File: config.mk
export PLATFORM = sky130hd
export DESIGN_NAME = game_mode_ctrl
export DESIGN_NICKNAME = d
export VERILOG_FILES = /design/src/rtl/game_mode_ctrl.sv
export SDC_FILE = /design/constraint.sdc
export NUM_CORES = 1
export LEC_CHECK = 0
export BUFFER_PORTS_ARGS = -buffer_cell sky130_fd_sc_hd__buf_4
export CAP_MARGIN = 20
export CORE_ASPECT_RATIO = 0.7
export CORE_MARGIN = 10
export CORE_UTILIZATION = 42
export CTS_CLUSTER_DIAMETER = 40
export CTS_CLUSTER_SIZE = 24
export DETAILED_ROUTE_END_ITERATION = 10
export GPL_TIMING_DRIVEN = 0
export HOLD_SLACK_MARGIN = 0.12
export PLACE_DENSITY_LB_ADDON = 0.25
export SETUP_SLACK_MARGIN = 0.2
export SLEW_MARGIN = 20
export SYNTH_ARGS = -nofsm -noshare
export SYNTH_HDL_FRONTEND = slang
export SYNTH_SLANG_ARGS = --single-unit
File: constraint.sdc
create_clock -name clk -period 6.7 [get_ports clk]
set_clock_uncertainty 0.15 [all_clocks]
set_input_delay 0.335 -clock clk [delete_from_list [all_inputs] [get_ports clk]]
set_output_delay 0.335 -clock clk [all_outputs]
set_load 0.005 [all_outputs]
File: src/rtl/game_mode_ctrl.sv
// Game phase sequencer: countdown, play, pause, finish and result phases,
// score-clear pulse, new-record flag and the shared two-digit BCD display mux.
module game_mode_ctrl #(
   parameter int unsigned TICK_CYCLES   = 10_000_000,
   parameter int unsigned RESULT_CYCLES = 50_000_000,
   parameter int unsigned DISP_TOGGLE   = 10_000_000
) (
   input  logic       clk,
   input  logic       n_rst,
   input  logic       start,
   input  logic       pause,
   input  logic       song_done,
   input  logic [7:0] score,
   input  logic [7:0] highest_score,
   output logic [2:0] mode,
   output logic       score_clr,
   output logic [1:0] cd_digit,
   output logic       new_record,
   output logic [7:0] disp_value,
   output logic       disp_sel
);

   localparam int unsigned TICK_W = (TICK_CYCLES   > 1) ? $clog2(TICK_CYCLES)   : 1;
   localparam int unsigned RES_W  = (RESULT_CYCLES > 1) ? $clog2(RESULT_CYCLES) : 1;
   localparam int unsigned DISP_W = (DISP_TOGGLE   > 1) ? $clog2(DISP_TOGGLE)   : 1;

   localparam logic [TICK_W-1:0] TICK_LAST = TICK_W'(TICK_CYCLES - 1);
   localparam logic [RES_W-1:0]  RES_LAST  = RES_W'(RESULT_CYCLES - 1);
   localparam logic [DISP_W-1:0] DISP_LAST = DISP_W'(DISP_TOGGLE - 1);

   typedef enum logic [2:0] {
      S_IDLE   = 3'b000,
      S_COUNT  = 3'b001,
      S_PLAY   = 3'b010,
      S_PAUSE  = 3'b011,
      S_FINISH = 3'b101,
      S_RESULT = 3'b110
   } state_e;

   state_e            state_q, state_d;
   logic [TICK_W-1:0] tick_cnt_q, tick_cnt_d;
   logic [RES_W-1:0]  res_cnt_q, res_cnt_d;
   logic [DISP_W-1:0] disp_cnt_q, disp_cnt_d;
   logic [1:0]        cd_digit_q, cd_digit_d;
   logic              score_clr_q, score_clr_d;
   logic              new_record_q, new_record_d;
   logic              disp_sel_q, disp_sel_d;
   logic              disp_flip;

   // State, counters and registered outputs
   always_ff @(posedge clk) begin
      if (!n_rst) begin
         state_q      <= S_IDLE;
         tick_cnt_q   <= '0;
         res_cnt_q    <= '0;
         disp_cnt_q   <= '0;
         cd_digit_q   <= 2'd0;
         score_clr_q  <= 1'b0;
         new_record_q <= 1'b0;
         disp_sel_q   <= 1'b1;
      end else begin
         state_q      <= state_d;
         tick_cnt_q   <= tick_cnt_d;
         res_cnt_q    <= res_cnt_d;
         disp_cnt_q   <= disp_cnt_d;
         cd_digit_q   <= cd_digit_d;
         score_clr_q  <= score_clr_d;
         new_record_q <= new_record_d;
         disp_sel_q   <= disp_sel_d;
      end
   end

   // Next-state, counter advance and registered-output next values
   always_comb begin
      state_d      = state_q;
      tick_cnt_d   = tick_cnt_q;
      res_cnt_d    = res_cnt_q;
      disp_cnt_d   = disp_cnt_q;
      cd_digit_d   = cd_digit_q;
      score_clr_d  = 1'b0;
      new_record_d = new_record_q;
      disp_sel_d   = disp_sel_q;
      disp_flip    = 1'b0;

      case (state_q)
         S_IDLE: begin
            if (start) state_d = S_COUNT;
         end
         S_COUNT: begin
            if (tick_cnt_q == TICK_LAST) begin
               tick_cnt_d = '0;
               if (cd_digit_q == 2'd1) state_d = S_PLAY;
               else                    cd_digit_d = cd_digit_q - 2'd1;
            end else begin
               tick_cnt_d = tick_cnt_q + TICK_W'(1);
            end
         end
         S_PLAY: begin
            if (song_done)  state_d = S_FINISH;
            else if (pause) state_d = S_PAUSE;
         end
         S_PAUSE: begin
            // abort takes priority over resume
            if (start)      state_d = S_IDLE;
            else if (pause) state_d = S_PLAY;
         end
         S_FINISH: begin
            state_d      = S_RESULT;
            new_record_d = (score > highest_score);
         end
         S_RESULT: begin
            if (start)                       state_d = S_COUNT;
            else if (res_cnt_q == RES_LAST)  state_d = S_IDLE;
            else                             res_cnt_d = res_cnt_q + RES_W'(1);
            if (disp_cnt_q == DISP_LAST) begin
               disp_cnt_d = '0;
               disp_flip  = 1'b1;
            end else begin
               disp_cnt_d = disp_cnt_q + DISP_W'(1);
            end
         end
         default: state_d = S_IDLE;
      endcase

      // every phase change restarts all timers
      if (state_d != state_q) begin
         tick_cnt_d = '0;
         res_cnt_d  = '0;
         disp_cnt_d = '0;
      end

      // countdown digit is only meaningful inside COUNT; load 3 on entry
      if (state_d != S_COUNT)      cd_digit_d = 2'd0;
      else if (state_q != S_COUNT) cd_digit_d = 2'd3;

      score_clr_d = (state_d == S_COUNT) && (state_q != S_COUNT);

      if (state_d == S_IDLE || state_d == S_COUNT) new_record_d = 1'b0;

      // display source select for the cycle after this edge
      case (state_d)
         S_IDLE:   disp_sel_d = 1'b1;
         S_RESULT: disp_sel_d = (state_q == S_RESULT) ? (disp_sel_q ^ disp_flip) : 1'b0;
         default:  disp_sel_d = 1'b0;
      endcase
   end

   // Display mux: combinational from registered state, no added latency
   always_comb begin
      if (disp_sel_q)                 disp_value = highest_score;
      else if (state_q == S_COUNT)    disp_value = {6'b0, cd_digit_q};
      else                            disp_value = score;
   end

   assign mode       = state_q;
   assign score_clr  = score_clr_q;
   assign cd_digit   = cd_digit_q;
   assign new_record = new_record_q;
   assign disp_sel   = disp_sel_q;

endmodule
After elaboration in Yosys (flattened, before gate mapping)
Index checks and enable logic that the tools add are counted.

operators by class
  add/subtract/negate cells = 4
  multiply operators = 0
  div/mod/pow operators = 0
  order comparisons = 1
  equality and inequality tests = 15
  shift-type cells = 0
  muxes and demuxes = 22
  bitwise operators = 4
  reductions and logical operators = 11

operators with widths
  operator               number
  $add 24x1->24 const B  2
  $eq 24x24->1 const B   2
  $mux 24                2
  $mux 3                 9
  $add 26x1->26 const B  1
  $eq 26x26->1 const B   1
  $pmux 3 s6             1
  $mux 8                 2
  $eq 3x3->1 const B     3
  $gt 8x8->1             1
  $mux 2                 4
  $eq 3x1->1 const B     2
  $eq 3x2->1 const B     2
  $logic_not 3->1        2
  $ne 3x1->1 const B     2
  $reduce_and 3->1       2
  $reduce_or 2->1        3
  $reduce_bool 2->1      2
  $mux 1                 3
  $ne 3x3->1             1
  $not 1->1              3
  $eq 2x1->1 const B     1
  $ne 2x1->1 const B     1
  $pmux 1 s2             1
  other kinds (4)        4

word-level totals
  bits in registers = 82
  bits in latches = 0
  RAM bits = 0
  memory bits (read-only) = 0
  input port bits = 21
  output and inout bits = 16
  word-level logic and storage cells = 65
  memories = 0

Longest topological paths before layout
Gate-level depths: netlist (run 1).

  word-level depth = 7
  gate-level depth with buffers = 9
  gate-level depth less buffers = 7

Worst setup path before layout (run 1)
Ideal clock, no wire load.

  kind = register to register
  start point = register res_cnt_q[0]
  end point = register disp_cnt_q[2]
  library setup time = 121 ps
  arrival time = 2129 ps
  data required time = 6429 ps
  path slack = 4300 ps
  cell stages (with the launch flop) = 9
  path buffers = 2
  period minus slack after synthesis = 2400 ps
  cell sequence = dfxtp_1 -> ha_1 -> nand3_1 -> nor4_1 -> a211oi_1 -> a221oi_1 -> buf_2 -> buf_2 -> nor3_1

on the way
  word-level cells in the longest chain between the ends = 6

ends and longest elaborated chain
  what                              RTL line  source
  start: declaration                42        logic [RES_W-1:0] res_cnt_q, res_cnt_d;
  start signal: assignment          64        res_cnt_q <= res_cnt_d;
  $eq 26x26->1                      113       else if (res_cnt_q == RES_LAST) state_d = S_IDLE;
  $mux 3                            113
  $mux 3                            112       if (start) state_d = S_COUNT;
  $pmux 3 s6                        85        case (state_q)
  $ne 3x3->1                        126       if (state_d != state_q) begin
  $reduce_or 2->1 (no source line)  n/a
  end signal: assignment            65        disp_cnt_q <= disp_cnt_d;
  end: declaration                  43        logic [DISP_W-1:0] disp_cnt_q, disp_cnt_d;

Every way passes these cells.
A chain may end at the register's enable or synchronous reset.

Worst setup path in the final report (run 1)
  start point = register tick_cnt_q[0]
  end point = register tick_cnt_q[7]

on the way
  word-level cells in the longest chain between the ends = 5
  elaborated cells between the ends (all ways) = 7
  those cells by class = add/sub (1); eq/ne (2); mux (3); reduce/logical (1)

ends and longest elaborated chain
  what                              RTL line  source
  start: declaration                41        logic [TICK_W-1:0] tick_cnt_q, tick_cnt_d;
  start signal: assignment          63        tick_cnt_q <= tick_cnt_d;
  $eq 24x24->1                      90        if (tick_cnt_q == TICK_LAST) begin
  $mux 3                            90
  $pmux 3 s6                        85
  $ne 3x3->1                        126
  $reduce_or 2->1 (no source line)  n/a

Parallel ways exist; a longest one is shown, timed or not.

==> results.py, run 1 <==
metrics = {
    "critical_path": {
        "path_max_fanout": 10,
        "cp.arrival_ns": 3.15,
        "cp-end-kind": "register",
        "start_kind": "register",
        "required_ns": 6.78,
        "crit_type": "reg2reg",
    },
    "timing": {
        "hold_slack_ns": 0.358,
        "slew_headroom_pct": 44.0,
        "rsz0062_at_grt": "no",
        "worst_pin_slew_ns": 0.833,
        "fin_crit_ns": 3.07,
        "fmax_ghz": 0.326,
        "final_hold_viol_count": 0,
        "period_share_pct": 45.8,
        "setup_tns_ns": 0,
        "finalSetupViolCount": 0,
        "drv_slew": 0,
    },
    "final_layout": {
        "n_antenna_cell": 0,
        "layout-drive-gt1-share_pct": 14.7,
        "nets": 641,
        "finish.instance_area_um2": 5530,
        "syn_to_final_growth_pct": 17.7,
    },
    "clocking": {
        "clkTransAtPathRegs_ns": 0.06,
        "clockBufferDepth": 2,
        "h-tree-depth": 3,
        "clk_latency_ns": 0.35,
        "cts_tree": "built",
        "clockRootBuffer": "clkbuf_16",
        "postCtsResizedCells": 0,
        "cts_buffers": 9,
        "cts.sinks": 82,
    },
    "logic_synthesis": {
        "synth-compound-area-share_pct": 11.7,
        "syn_area_per_cell_um2": 8.39,
        "synth-simple-area-share_pct": 33.9,
        "yosys.area.top_type": "dfxtp_1",
        "syn_nets": 593,
        "synth_mux_area_share_pct": 0.852,
        "netlist_top_cells_area": "dfxtp_1, xnor2_1, nor3_1",
        "synthCells": 560,
        "synth_most_common_cell": "dfxtp_1",
        "yosys-top-cells-count": "dfxtp_1, nand2_1, nor3_1, nand3_1, a211oi_1",
        "synthArstFlopShare_pct": 0,
        "synth_fa_ha_area_share_pct": 3.19,
        "seq_area_frac_synth_pct": 34.9,
        "synth_top_family_by_area": "simple AND/OR/NAND/NOR gates",
        "ys_types": 56,
        "yosysWarnings": 0,
        "yosysTopAreaCellShare_pct": 34.9,
        "synth_edf_count": 0,
        "synth_flop_cell": "dfxtp_1",
        "synth_xor_area_share_pct": 9.69,
        "synth_area_um2": 4700,
        "synth_seq_cells": 82,
    },
    "floorplan": {
        "fp-row-count": 32,
        "pin_count": 37,
        "die_w_um": 146,
        "die-area_um2": 15900,
        "start_util_pct": 42.8,
        "core-area_um2": 11000,
        "fp.dieH_um": 109,
    },
    "placed_design": {
        "gp_congestion": 0.889,
        "post_dp_cell_area_um2": 5170,
        "port_buffers": 36,
        "dp_hpwl_um": 9220,
    },
    "outcome": {
        "outcome": "finished clean",
    },
    "grt": {
        "gr-total-overflow": 0,
        "antenna_found_initial": 0,
        "grt_max_degree": 15,
        "grt_usage_pct": 16.0,
        "grt_first_pass_wirelength_um": 21200,
        "first_global_vias": 4150,
    },
    "pwr": {
        "power_density_nw_per_um2": 215,
        "p_leak_nw": 1.89,
        "vdd_drop_max_mv": 0.133,
    },
    "route": {
        "dr.pass1.iters": 5,
        "drt_iter0_drc": 293,
        "ant_nets": 0,
        "vias": 4476,
        "drc": 0,
        "routed_wl_um": 12600,
        "vias_per_cell": 5.84,
        "wire_per_inst_um": 16.5,
    },
    "hold_path": {
        "min_path_type": "reg2reg",
    },
    "flow_run": {
        "drv_cap": 0,
    },
}
==> through the flow <==
step / worst slack [ns] / cells / utilization (%) / power [W]
5_1_grt: 3.36 / 766 / 50.4 / 0.00123
3_3_place_gp: 3.66 / 749 / 47.0 / 0.000613
4_1_cts: 3.69 / 766 / 50.4 / 0.00120
2_1_floorplan: 4.30 / 560 / - / 0.000566
6_report: 3.63 / 766 / 50.4 / 0.00119
3_5_place_dp: 3.70 / 749 / 47.1 / 0.000614
==> repair_timing <==
action / 4_1_cts / 5_1_grt
hold endpoints to repair: 1 / 0
hold buffers: 1 / 0
setup buffers: 0 / 0
==> metal layers <==
metal / track usage [%] / vias up / part of all wire (%)
met5: 0 / - / 0
met4: 5.13 / 0 / 1.7
met3: 3.63 / 18 / 5.9
met2: 22.9 / 141 / 41
met1: 23.2 / 2133 / 52
li1: - / 2184 / -
==> cell type report <==
class / count / area, µm²
Fill cell: 1077 / 5440
Inverter: 23 / 86.3
Multi-Input combinational cell: 422 / 2800
Clock buffer: 10 / 239
Tap cell: 153 / 191
Timing Repair Buffer: 37 / 280
Sequential cell: 82 / 1640
Clock inverter: 6 / 113
Buffer: 33 / 181
==> power by group <==
group	total [W]	switching [W]	internal, W	leakage (nW)
Combinational	0.000108	0.0000654	0.0000425	1.05
Sequential	0.000496	0.00000486	0.000491	0.662
Clock	0.000583	0.000208	0.000376	0.173
==> placed cells by master, fill, tap and decap left out, types with 3 or more instances in the layout <==
master      n
a211oi_1   28
a21o_1      4
a21oi_1     7
a22oi_1     3
and2_1      3
and3_1      5
and4_1      8
buf_2      16
buf_4      38
buf_6       4
bufinv_16   3
clkbuf_1   10
clkbuf_16   9
dfxtp_1    82
ha_1       12
inv_1      23
mux2i_1     4
nand2_1    49
nand3_1    34
nand4_1    24
nand4b_1    3
nor2_1     18
nor2b_1     5
nor3_1     47
nor3b_1     4
nor4_1     22
nor4b_1     6
o21ai_0    20
o31ai_1     9
or2_2       3
or3_1      11
or4_1      10
xnor2_1    27
xor2_1     25
==> cell families after synthesis <==
logic type / after synthesis
flops: 82
fa+ha+maj: 12
simple gates: 273
compound gates: 81
mux: 4
buf+inv: 56
xor+xnor: 52
==> path summary, 6_finish.rpt <==
kind                            depth (start not counted)  slack [ns]     startpoint             to
worst min-delay path                                    2        0.36  disp_cnt_q[1]  disp_cnt_q[1]
worst max register to register                          8        3.63  tick_cnt_q[0]  tick_cnt_q[7]
worst min register to register                          2        0.36  disp_cnt_q[1]  disp_cnt_q[1]
worst max-delay path                                    8        3.63  tick_cnt_q[0]  tick_cnt_q[7]
==> worst max-delay path: stages, from the launching register on <==
cell     delay, ns
dfxtp_1       0.45
ha_1          0.23
nand2_1       0.18
nor4_4        0.54
a21oi_1       0.29
nor3b_1       0.36
buf_2         0.34
buf_2         0.31
nor3_1        0.09
==> sequential cells by signal, indices dropped and copies added (netlist names) <==
register,count
mode,3
cd_digit,2
new_record,1
res_cnt_q,26
score_clr,1
disp_cnt_q,24
tick_cnt_q,24
disp_sel,1
(Power assumes the default switching activity.)
==> inputs of run 2 (changes only) <==
clock period = 2.8 ns   (was 6.7 ns; I/O delays follow)
==> run 2 against run 1 <==
  * Core utilization up 2.0 points
  * Worst setup slack worse by 3.3 ns
  * Critical path depth down 1
  * Flip-flop and latch count unchanged
  * Clock power up 140%
  * Combinational power rose to 2.5 times the previous value
  * Sequential share of layout area down 1.1 points
  * Highest routed layer unchanged
==> results.py, run 2 (synthesis results as in run 1) <==
metrics = {
    "timing": {
        "worst_pin_slew_ns": 0.586,
        "period_share_pct": 89.2,
        "drv_slew": 0,
        "setup_tns_ns": 0,
        "slew_headroom_pct": 60.4,
        "setup_ws_ns": 0.302,
        "fmax_ghz": 0.400,
        "fin_crit_ns": 2.50,
        "rsz0062_at_grt": "no",
        "finalSetupViolCount": 0,
        "final_hold_viol_count": 0,
    },
    "critical_path": {
        "required_ns": 2.91,
        "start_kind": "register",
        "cp_num_buf_inv": 2,
        "worstReg2RegStart": "res_cnt_q[7]",
        "crit_type": "reg2reg",
        "slowest_delay_ns": 0.60,
        "crit_chain": "or4_1 -> nor3_4 -> a21o_2 -> buf_4 -> buf_6 -> nand3_1 -> a211oi_1",
        "critical-path-top-delay-family": "simple AND/OR/NAND/NOR gates",
        "path_max_fanout": 10,
        "rr_endpoint": "cd_digit[1]",
        "reg2reg_setup_slack_ns": 0.30,
        "cp.arrival_ns": 2.60,
        "slowest_stage": "or4_1",
        "cp-end-kind": "register",
        "ff2ff_path_depth": 7,
    },
    "final_layout": {
        "final_common_cell": "dfxtp_1",
        "layout_common_cells": "dfxtp_1, buf_4, nand2_1",
        "syn_to_final_growth_pct": 22.3,
        "nFillCells": 1043,
        "top_register": "res_cnt_q",
        "layout-drive-gt1-share_pct": 19.1,
        "largest_register_ffs": 26,
        "multi_input_area_um2": 2890,
        "final-seq-area_um2": 1640,
        "nets": 651,
        "n_antenna_cell": 0,
        "largestRegisters": "res_cnt_q x26, disp_cnt_q x24, tick_cnt_q x24",
    },
    "clocking": {
        "clk_latency_ns": 0.34,
        "clockRootBuffer": "clkbuf_16",
        "clockBufferDepth": 2,
        "cts_buffers": 9,
        "cts_tree": "built",
        "clkTransAtPathRegs_ns": 0.06,
        "h-tree-depth": 3,
        "cts.sinks": 82,
    },
    "grt": {
        "grtUsageMet1_pct": 23.3,
        "first_global_vias": 4179,
        "gr-total-overflow": 0,
        "grt_first_pass_wirelength_um": 21400,
        "grt_use_met2_pct": 23.1,
        "top_usage_layer": "met1",
        "antenna_found_initial": 0,
        "grt_max_degree": 15,
        "use_met3_pct": 3.67,
        "grt_usage_pct": 16.1,
    },
    "floorplan": {
        "core-area_um2": 11000,
        "die-area_um2": 15900,
        "start_util_pct": 42.8,
        "die_w_um": 146,
        "pin_count": 37,
        "fp-row-count": 32,
        "fp.dieH_um": 109,
    },
    "hold_path": {
        "min_path_type": "in2reg",
        "min_to": "mode[2]",
        "hold_path_startpoint": "song_done",
        "min_path_cells": 5,
    },
    "route": {
        "drc": 0,
        "dr.pass1.iters": 5,
        "vias_per_cell": 5.81,
        "vias": 4510,
        "drt_iter0_drc": 285,
        "wire_per_inst_um": 16.5,
        "routed_wl_um": 12800,
        "ant_nets": 0,
    },
    "pwr": {
        "vdd_drop_max_mv": 0.317,
        "power_density_nw_per_um2": 496,
        "totalPowerFinal_w": 0.00285,
        "p_leak_nw": 2.02,
    },
    "flow_run": {
        "drv_cap": 0,
    },
    "placed_design": {
        "port_buffers": 36,
        "dp_hpwl_um": 9220,
        "gp_congestion": 0.889,
        "pre_cts_ws_ns": -0.196,
    },
    "outcome": {
        "outcome": "finished clean",
    },
}
## run 2: routing by layer
| metal | routed length, µm | share of wire [%] |
|---|---|---|
| met4 | 221 | 1.7 |
| met5 | 0 | 0 |
| met2 | 5380 | 42 |
| met3 | 829 | 6.5 |
| met1 | 6360 | 50 |
## run 2: through the flow
| stage | hold slack [ns] | utilization (%) | std cells | area (µm²) |
|---|---|---|---|---|
| after floorplan | 0.0686 | - | 560 | 4700 |
| after global placement | 0.234 | 47.0 | 749 | 5160 |
| final | 0.231 | 52.4 | 776 | 5750 |
| after detailed placement | 0.239 | 47.1 | 749 | 5170 |
| after CTS | 0.220 | 51.1 | 770 | 5600 |
| after global routing | 0.280 | 52.4 | 776 | 5750 |
## run 2: where the power goes
part / switching (W) / internal (W) / leakage [nW]
combinational: 0.000158 / 0.000115 / 1.18
sequential: 0.0000116 / 0.00118 / 0.662
clock: 0.000491 / 0.000899 / 0.173
## run 2: worst max path at each step
| stage | endpoint | startpoint | slack, ns | cells after the start |
|---|---|---|---|---|
| 2_1_floorplan | disp_cnt_q[2] | res_cnt_q[0] | 0.40 | 8 |
| 3_3_place_gp | tick_cnt_q[8] | tick_cnt_q[0] | -0.24 | 8 |
| 3_5_place_dp | tick_cnt_q[7] | tick_cnt_q[0] | -0.20 | 8 |
| 4_1_cts | disp_cnt_q[1] | mode[0] | 0.22 | 8 |
| 5_1_grt | tick_cnt_q[7] | tick_cnt_q[1] | 0.17 | 8 |
| 6_report | cd_digit[1] | res_cnt_q[7] | 0.30 | 7 |
## run 2: cell type report
| cell class | instances | share of cell area, % |
|---|---|---|
| clock inverter | 6 | 1.96 |
| buffer | 33 | 3.96 |
| tap | 153 | 3.33 |
| timing repair buffer | 47 | 6.18 |
| multi-input combinational | 422 | 50.3 |
| clock buffer | 10 | 4.16 |
| sequential | 82 | 28.6 |
| inverter | 23 | 1.50 |
## run 2: tightest hold or removal path: cells and delay by family
kind	cells	cell delay (ns)
AOI/OAI and AO/OA	1	0.16
buffers and inverters	1	0.09
and+or+nand+nor	3	0.28
## run 2: what timing repair did
action                     CTS  global route
setup endpoints to repair   80            80
hold endpoints to repair     8             0
hold buffers                 1             0
buffers inserted             4             6
pin swaps                    3             5
resized for setup           10            35
==> inputs of run 3 (changes only) <==
CTS_BUF_LIST = sky130_fd_sc_hd__clkbuf_8   (was not set)
==> run 3 against run 2 <==
  * Clock-buffer cell count stayed put
  * Largest power group is now registers
  * Worst setup slack worse by 0.017 ns
  * Core utilization is 1.0 points lower
==> results.py, run 3 (synthesis results as in run 1) <==
metrics = {
    "clocking": {
        "clkTransAtPathRegs_ns": 0.09,
        "cts_tree": "built",
        "clockBufferDepth": 2,
        "clockRootBuffer": "clkbuf_8",
        "cts_buffers": 9,
        "h-tree-depth": 3,
        "cts.sinks": 82,
        "clk_latency_ns": 0.38,
    },
    "route": {
        "dr.pass1.iters": 5,
        "wire_per_inst_um": 16.5,
        "routed_wl_um": 12800,
        "vias": 4518,
        "drc": 0,
        "ant_nets": 0,
        "vias_per_cell": 5.83,
        "drt_iter0_drc": 369,
    },
    "pwr": {
        "power_density_nw_per_um2": 450,
        "vdd_drop_max_mv": 0.410,
        "p_leak_nw": 1.97,
    },
    "floorplan": {
        "die-area_um2": 15900,
        "start_util_pct": 42.8,
        "fp.dieH_um": 109,
        "die_w_um": 146,
        "core-area_um2": 11000,
        "pin_count": 37,
        "fp-row-count": 32,
    },
    "final_layout": {
        "layout_common_cells": "dfxtp_1, buf_4, nand2_1",
        "layout.cells.non_filler": 775,
        "n_antenna_cell": 0,
        "nets": 650,
        "largestRegisters": "res_cnt_q x26, disp_cnt_q x24, tick_cnt_q x24",
        "fin_util_pct": 51.3,
        "layout-drive-gt1-share_pct": 19.3,
        "largest_register_ffs": 26,
        "top_register": "res_cnt_q",
        "syn_to_final_growth_pct": 19.9,
        "final_common_cell": "dfxtp_1",
        "nFillCells": 1056,
    },
    "timing": {
        "slew_headroom_pct": 61.5,
        "rsz0062_at_grt": "no",
        "drv_slew": 0,
        "period_share_pct": 89.8,
        "setup_ws_ns": 0.286,
        "hold_slack_ns": 0.213,
        "fin_crit_ns": 2.51,
        "final_hold_viol_count": 0,
        "fmax_ghz": 0.398,
        "worst_pin_slew_ns": 0.570,
        "finalSetupViolCount": 0,
    },
    "critical_path": {
        "cp_num_buf_inv": 2,
        "start_kind": "register",
        "crit_type": "reg2reg",
        "required_ns": 2.89,
        "crit_chain": "or4_1 -> nor3_4 -> a21o_2 -> buf_4 -> clkbuf_4 -> nor2b_2 -> o221ai_1",
        "path_max_fanout": 10,
        "slowest_stage": "or4_1",
        "cp.arrival_ns": 2.61,
        "critical-path-top-delay-family": "simple AND/OR/NAND/NOR gates",
        "slowest_delay_ns": 0.60,
        "cp-end-kind": "register",
    },
    "flow_run": {
        "drv_cap": 0,
    },
    "grt": {
        "grt_max_degree": 15,
        "first_global_vias": 4145,
        "grt_first_pass_wirelength_um": 21300,
        "grtUsageMet1_pct": 23.3,
        "grt_use_met2_pct": 22.7,
        "use_met3_pct": 3.67,
        "grt_usage_pct": 16.1,
        "gr-total-overflow": 0,
        "top_usage_layer": "met1",
        "antenna_found_initial": 0,
    },
    "placed_design": {
        "dpl.cell_count": 749,
        "gp_congestion": 0.889,
        "pre_cts_ws_ns": -0.196,
        "dp_hpwl_um": 9220,
        "port_buffers": 36,
    },
    "outcome": {
        "outcome": "finished clean",
    },
    "hold_path": {
        "min_path_type": "in2reg",
    },
}
## run 3: cell types whose count changed in the layout (fill, tap and decap cells not counted), sizes merged
cell,previous run,this run
buf,56,62
clkbuf,33,26
## run 3: power by group
| part | internal (W) | leakage [nW] | switching, W |
|---|---|---|---|
| sequential | 0.00118 | 0.663 | 0.0000113 |
| combinational | 0.000110 | 1.18 | 0.000158 |
| clock | 0.000620 | 0.127 | 0.000463 |
| total | 0.00190 | 1.97 | 0.000632 |
## run 3: worst paths after layout
kind | from | end | slack (ns) | cells after the start
setup / recovery | res_cnt_q[7] | disp_sel | 0.29 | 7
hold / removal | score[7] | new_record | 0.21 | 5
setup reg to reg | res_cnt_q[7] | disp_sel | 0.29 | 7
hold reg to reg | disp_cnt_q[1] | disp_cnt_q[1] | 0.36 | 2
## run 3: layer usage
| metal | vias up | wire (µm) |
|---|---|---|
| met5 | - | 0 |
| met2 | 129 | 5360 |
| met4 | 0 | 238 |
| met3 | 19 | 694 |
| met1 | 2172 | 6500 |
| li1 | 2198 | - |
## run 3: what timing repair did
item | 4_1_cts | 5_1_grt
hold endpoints to repair | 8 | 0
buffers inserted | 4 | 5
pin swaps | 3 | 5
setup endpoints to repair | 80 | 80
gates resized for setup | 9 | 34
gates cloned | 0 | 0
hold buffers | 1 | 0
## run 3: worst reg2reg max path, delay by kind of cell (launching register included)
kind            cells  cell delay, ns
simple gates        3            1.15
compound gates      2            0.31
flops               1            0.40
buf+inv             2            0.41
## run 3: stage by stage
step	cell area, µm²	total power [W]	setup TNS, ns
final	5630	0.00254	0
after global routing	5630	0.00263	0
after CTS	5500	0.00255	0
after detailed placement	5170	0.00147	-10.10
after global placement	5160	0.00147	-12.99
after floorplan	4700	0.00135	0
## run 3: final cells by class
class	count	area [µm²]	share of cell area [%]
Tap cell	153	191	3.40
Multi-Input combinational cell	422	2900	51.4
Inverter	23	86.3	1.53
Buffer	33	213	3.78
Sequential cell	82	1650	29.2
Clock inverter	6	113	2.00
Clock buffer	10	138	2.44
Timing Repair Buffer	46	348	6.18
